### src/rtl/i2c_master_ctrl_if.sv
// rtl/i2c_master_ctrl_if.sv - host request/response and I2C line-intent bundle for i2c_master_ctrl
interface i2c_master_ctrl_if;
    logic       start;
    logic       rw;
    logic [6:0] addr;
    logic [7:0] wdata;
    logic       busy;
    logic       done;
    logic       ack_err;
    logic [7:0] rdata;
    logic       sda_low;
    logic       scl_low;
    logic       sda_in;
    logic       scl_in;

    modport master (
        input  start, rw, addr, wdata, sda_in, scl_in,
        output busy, done, ack_err, rdata, sda_low, scl_low
    );

    modport slave (
        output start, rw, addr, wdata, sda_in, scl_in,
        input  busy, done, ack_err, rdata, sda_low, scl_low
    );
endinterface

### src/rtl/i2c_master_ctrl.sv
// rtl/i2c_master_ctrl.sv - single-byte I2C master sequencer (START, addr+R/W, data byte, STOP)
// Optional macro I2C_CLK_STRETCH_EN: hold the quarter divider while a slave stretches SCL.
module i2c_master_ctrl #(
    parameter int CLK_DIV = 4,
    parameter int CNT_W   = 16
) (
    input  logic              clk,
    input  logic              rst_n,
    i2c_master_ctrl_if.master bus
);

    typedef enum logic [3:0] {
        ST_IDLE,
        ST_START,
        ST_ADDR,
        ST_AACK,
        ST_WR,
        ST_WACK,
        ST_RD,
        ST_RNACK,
        ST_STOP
    } state_t;

    localparam logic [CNT_W-1:0] DIV_LAST = CNT_W'(CLK_DIV - 1);

    state_t           r_state;
    state_t           w_state_nxt;
    logic [CNT_W-1:0] r_div;
    logic [1:0]       r_q;
    logic [2:0]       r_bit;
    logic [7:0]       r_shift;
    logic [7:0]       r_wdata;
    logic             r_rw;
    logic             r_ack_in;
    logic             r_sda_low;
    logic             r_done;
    logic             r_ack_err;
    logic [7:0]       r_rdata;

    logic             w_hold;
    logic             w_tick;
    logic             w_slot_end;
    logic             w_sample;
    logic             w_accept;
    logic             w_sda_want;
    logic             w_scl_low;

`ifdef I2C_CLK_STRETCH_EN
    // SCL is always released by the master in Q2/Q3, so a low level there is the slave.
    assign w_hold = r_q[1] && (r_state != ST_IDLE) && !bus.scl_in;
`else
    logic w_unused_scl;
    assign w_unused_scl = bus.scl_in;
    assign w_hold       = 1'b0;
`endif

    assign w_tick     = (r_div == DIV_LAST) && !w_hold;
    assign w_slot_end = w_tick && (r_q == 2'd3);
    assign w_sample   = (r_q == 2'd3) && (r_div == '0) && !w_hold;
    // The done cycle is already IDLE; a start coinciding with it is dropped.
    assign w_accept   = (r_state == ST_IDLE) && bus.start && !r_done;

    always_comb begin
        w_state_nxt = r_state;
        w_sda_want  = 1'b0;
        w_scl_low   = 1'b0;
        unique case (r_state)
            ST_IDLE: begin
                if (w_accept) w_state_nxt = ST_START;
            end
            ST_START: begin
                w_sda_want = r_q[1];
                if (w_slot_end) w_state_nxt = ST_ADDR;
            end
            ST_ADDR: begin
                w_scl_low  = !r_q[1];
                w_sda_want = !r_shift[7];
                if (w_slot_end && (r_bit == 3'd7)) w_state_nxt = ST_AACK;
            end
            ST_AACK: begin
                w_scl_low = !r_q[1];
                if (w_slot_end) w_state_nxt = r_ack_in ? ST_STOP : (r_rw ? ST_RD : ST_WR);
            end
            ST_WR: begin
                w_scl_low  = !r_q[1];
                w_sda_want = !r_shift[7];
                if (w_slot_end && (r_bit == 3'd7)) w_state_nxt = ST_WACK;
            end
            ST_WACK: begin
                w_scl_low = !r_q[1];
                if (w_slot_end) w_state_nxt = ST_STOP;
            end
            ST_RD: begin
                w_scl_low = !r_q[1];
                if (w_slot_end && (r_bit == 3'd7)) w_state_nxt = ST_RNACK;
            end
            ST_RNACK: begin
                w_scl_low = !r_q[1];
                if (w_slot_end) w_state_nxt = ST_STOP;
            end
            ST_STOP: begin
                w_scl_low  = !r_q[1];
                w_sda_want = (r_q != 2'd3);
                if (w_slot_end) w_state_nxt = ST_IDLE;
            end
            default: w_state_nxt = ST_IDLE;
        endcase
    end

    always_ff @(posedge clk) begin
        if (!rst_n) r_state <= ST_IDLE;
        else        r_state <= w_state_nxt;
    end

    always_ff @(posedge clk) begin
        if (!rst_n) begin
            r_div     <= '0;
            r_q       <= 2'd0;
            r_bit     <= 3'd0;
            r_shift   <= 8'h00;
            r_wdata   <= 8'h00;
            r_rw      <= 1'b0;
            r_ack_in  <= 1'b0;
            r_sda_low <= 1'b0;
            r_done    <= 1'b0;
            r_ack_err <= 1'b0;
            r_rdata   <= 8'h00;
        end else begin
            r_done    <= 1'b0;
            // SDA follows one clk behind SCL so data never moves on the falling edge itself.
            r_sda_low <= w_sda_want;
            if (w_accept) begin
                r_rw      <= bus.rw;
                r_shift   <= {bus.addr, bus.rw};
                r_wdata   <= bus.wdata;
                r_ack_err <= 1'b0;
                r_div     <= '0;
                r_q       <= 2'd0;
                r_bit     <= 3'd0;
            end else if (r_state != ST_IDLE) begin
                if (w_tick) begin
                    r_div <= '0;
                    r_q   <= r_q + 2'd1;
                end else if (!w_hold) begin
                    r_div <= r_div + CNT_W'(1);
                end
                if (w_sample) begin
                    r_ack_in <= bus.sda_in;
                    if (r_state == ST_RD) r_shift <= {r_shift[6:0], bus.sda_in};
                end
                if (w_slot_end) begin
                    if ((r_state == ST_ADDR) || (r_state == ST_WR) || (r_state == ST_RD))
                        r_bit <= r_bit + 3'd1;
                    else
                        r_bit <= 3'd0;
                    case (r_state)
                        ST_ADDR, ST_WR: r_shift <= {r_shift[6:0], 1'b0};
                        ST_AACK: begin
                            if (r_ack_in) r_ack_err <= 1'b1;
                            else          r_shift   <= r_wdata;
                        end
                        ST_WACK: begin
                            if (r_ack_in) r_ack_err <= 1'b1;
                        end
                        ST_STOP: begin
                            r_done <= 1'b1;
                            if (r_rw && !r_ack_err) r_rdata <= r_shift;
                        end
                        default: ;
                    endcase
                end
            end
        end
    end

    assign bus.busy    = (r_state != ST_IDLE);
    assign bus.done    = r_done;
    assign bus.ack_err = r_ack_err;
    assign bus.rdata   = r_rdata;
    assign bus.sda_low = r_sda_low;
    assign bus.scl_low = w_scl_low;

endmodule

### src/flat_wrapper.sv
// flat-port wrapper written by rule: the top's interface ports become plain ports
module i2c_master_ctrl_flat 
#(
    parameter int CLK_DIV = 4,
    parameter int CNT_W   = 16
)
  (clk, rst_n, bus_start, bus_rw, bus_addr, bus_wdata, bus_sda_in, bus_scl_in, bus_busy, bus_done, bus_ack_err, bus_rdata, bus_sda_low, bus_scl_low);
  i2c_master_ctrl_if bus_i ();
  input  logic clk;
  input  logic rst_n;
  input wire logic [$bits(bus_i.start)-1:0] bus_start;
  input wire logic [$bits(bus_i.rw)-1:0] bus_rw;
  input wire logic [$bits(bus_i.addr)-1:0] bus_addr;
  input wire logic [$bits(bus_i.wdata)-1:0] bus_wdata;
  input wire logic [$bits(bus_i.sda_in)-1:0] bus_sda_in;
  input wire logic [$bits(bus_i.scl_in)-1:0] bus_scl_in;
  output wire logic [$bits(bus_i.busy)-1:0] bus_busy;
  output wire logic [$bits(bus_i.done)-1:0] bus_done;
  output wire logic [$bits(bus_i.ack_err)-1:0] bus_ack_err;
  output wire logic [$bits(bus_i.rdata)-1:0] bus_rdata;
  output wire logic [$bits(bus_i.sda_low)-1:0] bus_sda_low;
  output wire logic [$bits(bus_i.scl_low)-1:0] bus_scl_low;
  assign bus_i.start = bus_start;
  assign bus_i.rw = bus_rw;
  assign bus_i.addr = bus_addr;
  assign bus_i.wdata = bus_wdata;
  assign bus_i.sda_in = bus_sda_in;
  assign bus_i.scl_in = bus_scl_in;
  assign bus_busy = bus_i.busy;
  assign bus_done = bus_i.done;
  assign bus_ack_err = bus_i.ack_err;
  assign bus_rdata = bus_i.rdata;
  assign bus_sda_low = bus_i.sda_low;
  assign bus_scl_low = bus_i.scl_low;
  i2c_master_ctrl #(.CLK_DIV(CLK_DIV), .CNT_W(CNT_W)) u_core (.clk(clk), .rst_n(rst_n), .bus(bus_i));
endmodule
### config.mk
export PLATFORM = sky130hd
export DESIGN_NAME = i2c_master_ctrl_flat
export DESIGN_NICKNAME = d
export VERILOG_FILES = /design/src/rtl/i2c_master_ctrl_if.sv /design/src/rtl/i2c_master_ctrl.sv /design/src/flat_wrapper.sv
export SDC_FILE = /design/constraint.sdc
export NUM_CORES = 1
export LEC_CHECK = 0
export CAP_MARGIN = 20
export CORE_MARGIN = 1.5
export CORE_UTILIZATION = 30
export DETAILED_ROUTE_END_ITERATION = 10
export GPL_TIMING_DRIVEN = 0
export PLACE_DENSITY = 0.46
export SYNTH_ARGS = -nofsm -noshare
export SYNTH_HDL_FRONTEND = slang
export SYNTH_SLANG_ARGS = --single-unit
### constraint.sdc
create_clock -name clk -period 5.2 [get_ports clk]
set_input_delay 1.04 -clock clk [delete_from_list [all_inputs] [get_ports clk]]
set_output_delay 1.04 -clock clk [all_outputs]
set_load 0.03 [all_outputs]
==> metrics.cfg, run 1 <==
[pwr]
finalPower_mw=0.940
p_comb_share_pct=15.3
seqPwrFrac_pct=48.3
p_leak_nw=1.22
p_sw_mw=0.254
power.internal_mw=0.686
switching_share_pct=27.0
clock_power_share_pct=36.4
power.density_nw_per_um2=277
ir_drop_mv=0.111

[cells_and_area]
area_growth_pct=21.4
nNetsFinal=387
nFillCells=980
fin_area_um2=3390
post_route_cells_drive_above_1_share_pct=7.46
diodes=0

[cts]
cts_resized=0
cts_tree=built
cts_buffers=5
clk_latency_ns=0.31
htreeDepth=2
post_cts_buffers=0
ctsRootBufferMaster=clkbuf_8
cts_num_sinks=54
ctsHoldBuffers=0
cts.clk_slew.worst_paths_ns=0.11
cts.path.max_buffers=2

[global_route]
grt_max_degree=18
grt-ovfl-total=0
use_met1_pct=22.1
grt_pass1_vias=2186
antenna_found_initial=0
busiest_layer=met2
grt_pass1_wl_um=11600
met2_usage_pct=22.7
met3_usage_pct=2.53
grt_use_total_pct=15.0

[die]
start_util_pct=30.6
num_rows=35
die_h_um=99.4
die_area_um2=9890
io_pins=34
die_width_um=99.4
core_um2=9110

[setup_path]
path_buf_inv=3
cpLargestDelayFamily=buffers and inverters
crit_chain=buf_6 > nor4_1 > inv_2 > clkdlybuf4s50_1
rrSetupSlack_ns=2.74
crit_path_max_fanout=10
start_kind=register
end_kind=output port
path_class=reg2out
slowest_stage=clkdlybuf4s50_1
cpPeakStageDelay_ns=0.66
cp_data_required_time_ns=4.16
crit_arrival_ns=2.35

[sta]
skew_ns=0.00948
finalCritPeriodShare_pct=65.3
fin_setup_tns_ns=0
rsz0062_at_grt=no
whs_ns=0.474
slew_viol_final=0
setup_viol=0
setup_ws_ns=1.81
fmax_ghz=0.295
final_hold_viol_count=0
slew_headroom_pct=32.0
period_minus_slack_ns=3.39
worst_pin_slew_ns=1.02

[routing]
antenna_left=0
drt_iter0_drc=136
avgViaCountPerCell=5.12
firstDrtPassIters=4
wl_per_cell_um=15.4
wirelength_um=7300
num_vias=2420
drc=0

[run_status]
status=complete, no violations

[synthesis]
yosysUniqueCellTypes=50
synth_top_cell_area_share_pct=38.7
synth.area.top_cells=dfxtp_1 (39%), mux2i_1 (6.8%), nand2_1 (4.8%)
synth_nets=348
synthTopCellsByCount=dfxtp_1 (54), nand2_1 (36), nor2_1 (29)
ys_seq_elements=54
yosysWarnings=0
yosysMostFrequentCell=dfxtp_1
synth_edf_count=0
seq_area_frac_synth_pct=38.7
async_reset_ff_share_pct=0
synth_area_leader_cell=dfxtp_1
synth_ff_type=dfxtp_1
syn-cell-area_um2=2790
synth_area_per_cell_um2=8.67
syn_inst=322

[placement]
dp_hpwl_um=5360
post_dp_cell_area_um2=3250
gp_congestion=0.794
io_buffers=32
pre_cts_slack_ns=1.92

[hold_path]
hold_path_class=reg2reg

[job]
drv_cap=0

[stage by stage]
step	std cells	util (%)
2_1_floorplan	322	-
3_3_place_gp	465	35.7
3_5_place_dp	465	35.7
4_1_cts	473	37.2
5_1_grt	473	37.2
6_report	473	37.2
[worst paths after layout]
kind / start / endpoint / depth (start not counted)
setup / recovery: u_core.r_state[3] / bus_busy / 4
hold / removal: u_core.r_wdata[3] / u_core.r_wdata[3] / 2
setup reg to reg: u_core.r_state[3] / u_core.r_div[9] / 8
hold reg to reg: u_core.r_wdata[3] / u_core.r_wdata[3] / 2
[state kept, by name, summed over array words and instances, names as in the netlist]
| name | cells |
|---|---|
| u_core.r_bit | 3 |
| u_core.bus.rdata | 8 |
| u_core.bus.done | 1 |
| u_core.r_q | 2 |
| u_core.bus.sda_low | 1 |
| u_core.r_wdata | 8 |
| u_core.r_div | 16 |
| u_core.r_rw | 1 |
| u_core.bus.ack_err | 1 |
| u_core.r_ack_in | 1 |
| u_core.r_shift | 8 |
| u_core.r_state | 4 |
[logic make-up after synthesis]
group	synth area share, %
buf+inv	4.08
fa+ha+maj	2.24
simple gates	26.9
compound gates	15.8
mux	7.22
xor+xnor	5.02
flops	38.7
[cell type report]
type / instances / area (um2) / share of cell area (%)
Buffer: 16 / 83.8 / 2.48
Clock buffer: 5 / 68.8 / 2.03
Clock inverter: 3 / 68.8 / 2.03
Inverter: 8 / 30.0 / 0.887
Multi-Input combinational cell: 244 / 1600 / 47.1
Sequential cell: 54 / 1080 / 31.9
Tap cell: 111 / 139 / 4.10
Timing Repair Buffer: 32 / 320 / 9.46
[power groups by stage]
stage | clock (mW) | combinational (mW) | sequential, mW
2_1_floorplan | 0 | 0.0961 | 0.454
3_3_place_gp | 0 | 0.145 | 0.463
3_5_place_dp | 0 | 0.144 | 0.463
4_1_cts | 0.354 | 0.144 | 0.453
5_1_grt | 0.367 | 0.160 | 0.456
6_report | 0.342 | 0.144 | 0.454
[layout by cell type (no fill, tap or decap), types with 4 or more instances in the layout]
| cell | count |
|---|---|
| o21ai_0 | 12 |
| a22o_1 | 6 |
| clkbuf_1 | 8 |
| ha_1 | 5 |
| clkdlybuf4s50_1 | 32 |
| buf_2 | 4 |
| xnor2_1 | 4 |
| mux2i_1 | 19 |
| nand4_1 | 6 |
| a21boi_0 | 10 |
| a31oi_1 | 4 |
| a21oi_1 | 18 |
| a221oi_1 | 5 |
| nor3_1 | 7 |
| nand3_1 | 12 |
| and3_1 | 12 |
| xor2_1 | 12 |
| clkbuf_8 | 5 |
| inv_1 | 7 |
| nor2_1 | 29 |
| dfxtp_1 | 54 |
| nand2_1 | 36 |
| nor2b_1 | 13 |
[worst reg2reg max path, stage by stage (launching register included)]
cell and delay (ns):
dfxtp_1 0.32, buf_6 0.13, nor4_1 0.65, buf_2 0.37, nand2_1 0.09, and2_1 0.22
nand2_1 0.23, buf_2 0.27, nor2_1 0.07
[per-layer routing]
layer,vias to the layer above,part of all wire (%)
li1,1230,-
met3,6,3.3
met2,45,43
met1,1139,53
met4,0,0.90
met5,-,0
Power figures use the tool's default switching activity.
==> inputs of run 2 (changes only) <==
clock period = 3.2 ns   (was 5.2 ns; I/O delays follow)
==> results of run 2 <==
The final DEF is identical to that of run 1. Status: complete, no violations.
Among the figures that moved: setup slack after placement 1.92 ns -> 0.325 ns; setup slack after layout 1.81 ns -> 0.207 ns; register-to-register setup slack 2.74 ns -> 0.74 ns; total power 0.940 mW -> 1.53 mW; worst IR drop on VDD 0.111 mV -> 0.181 mV
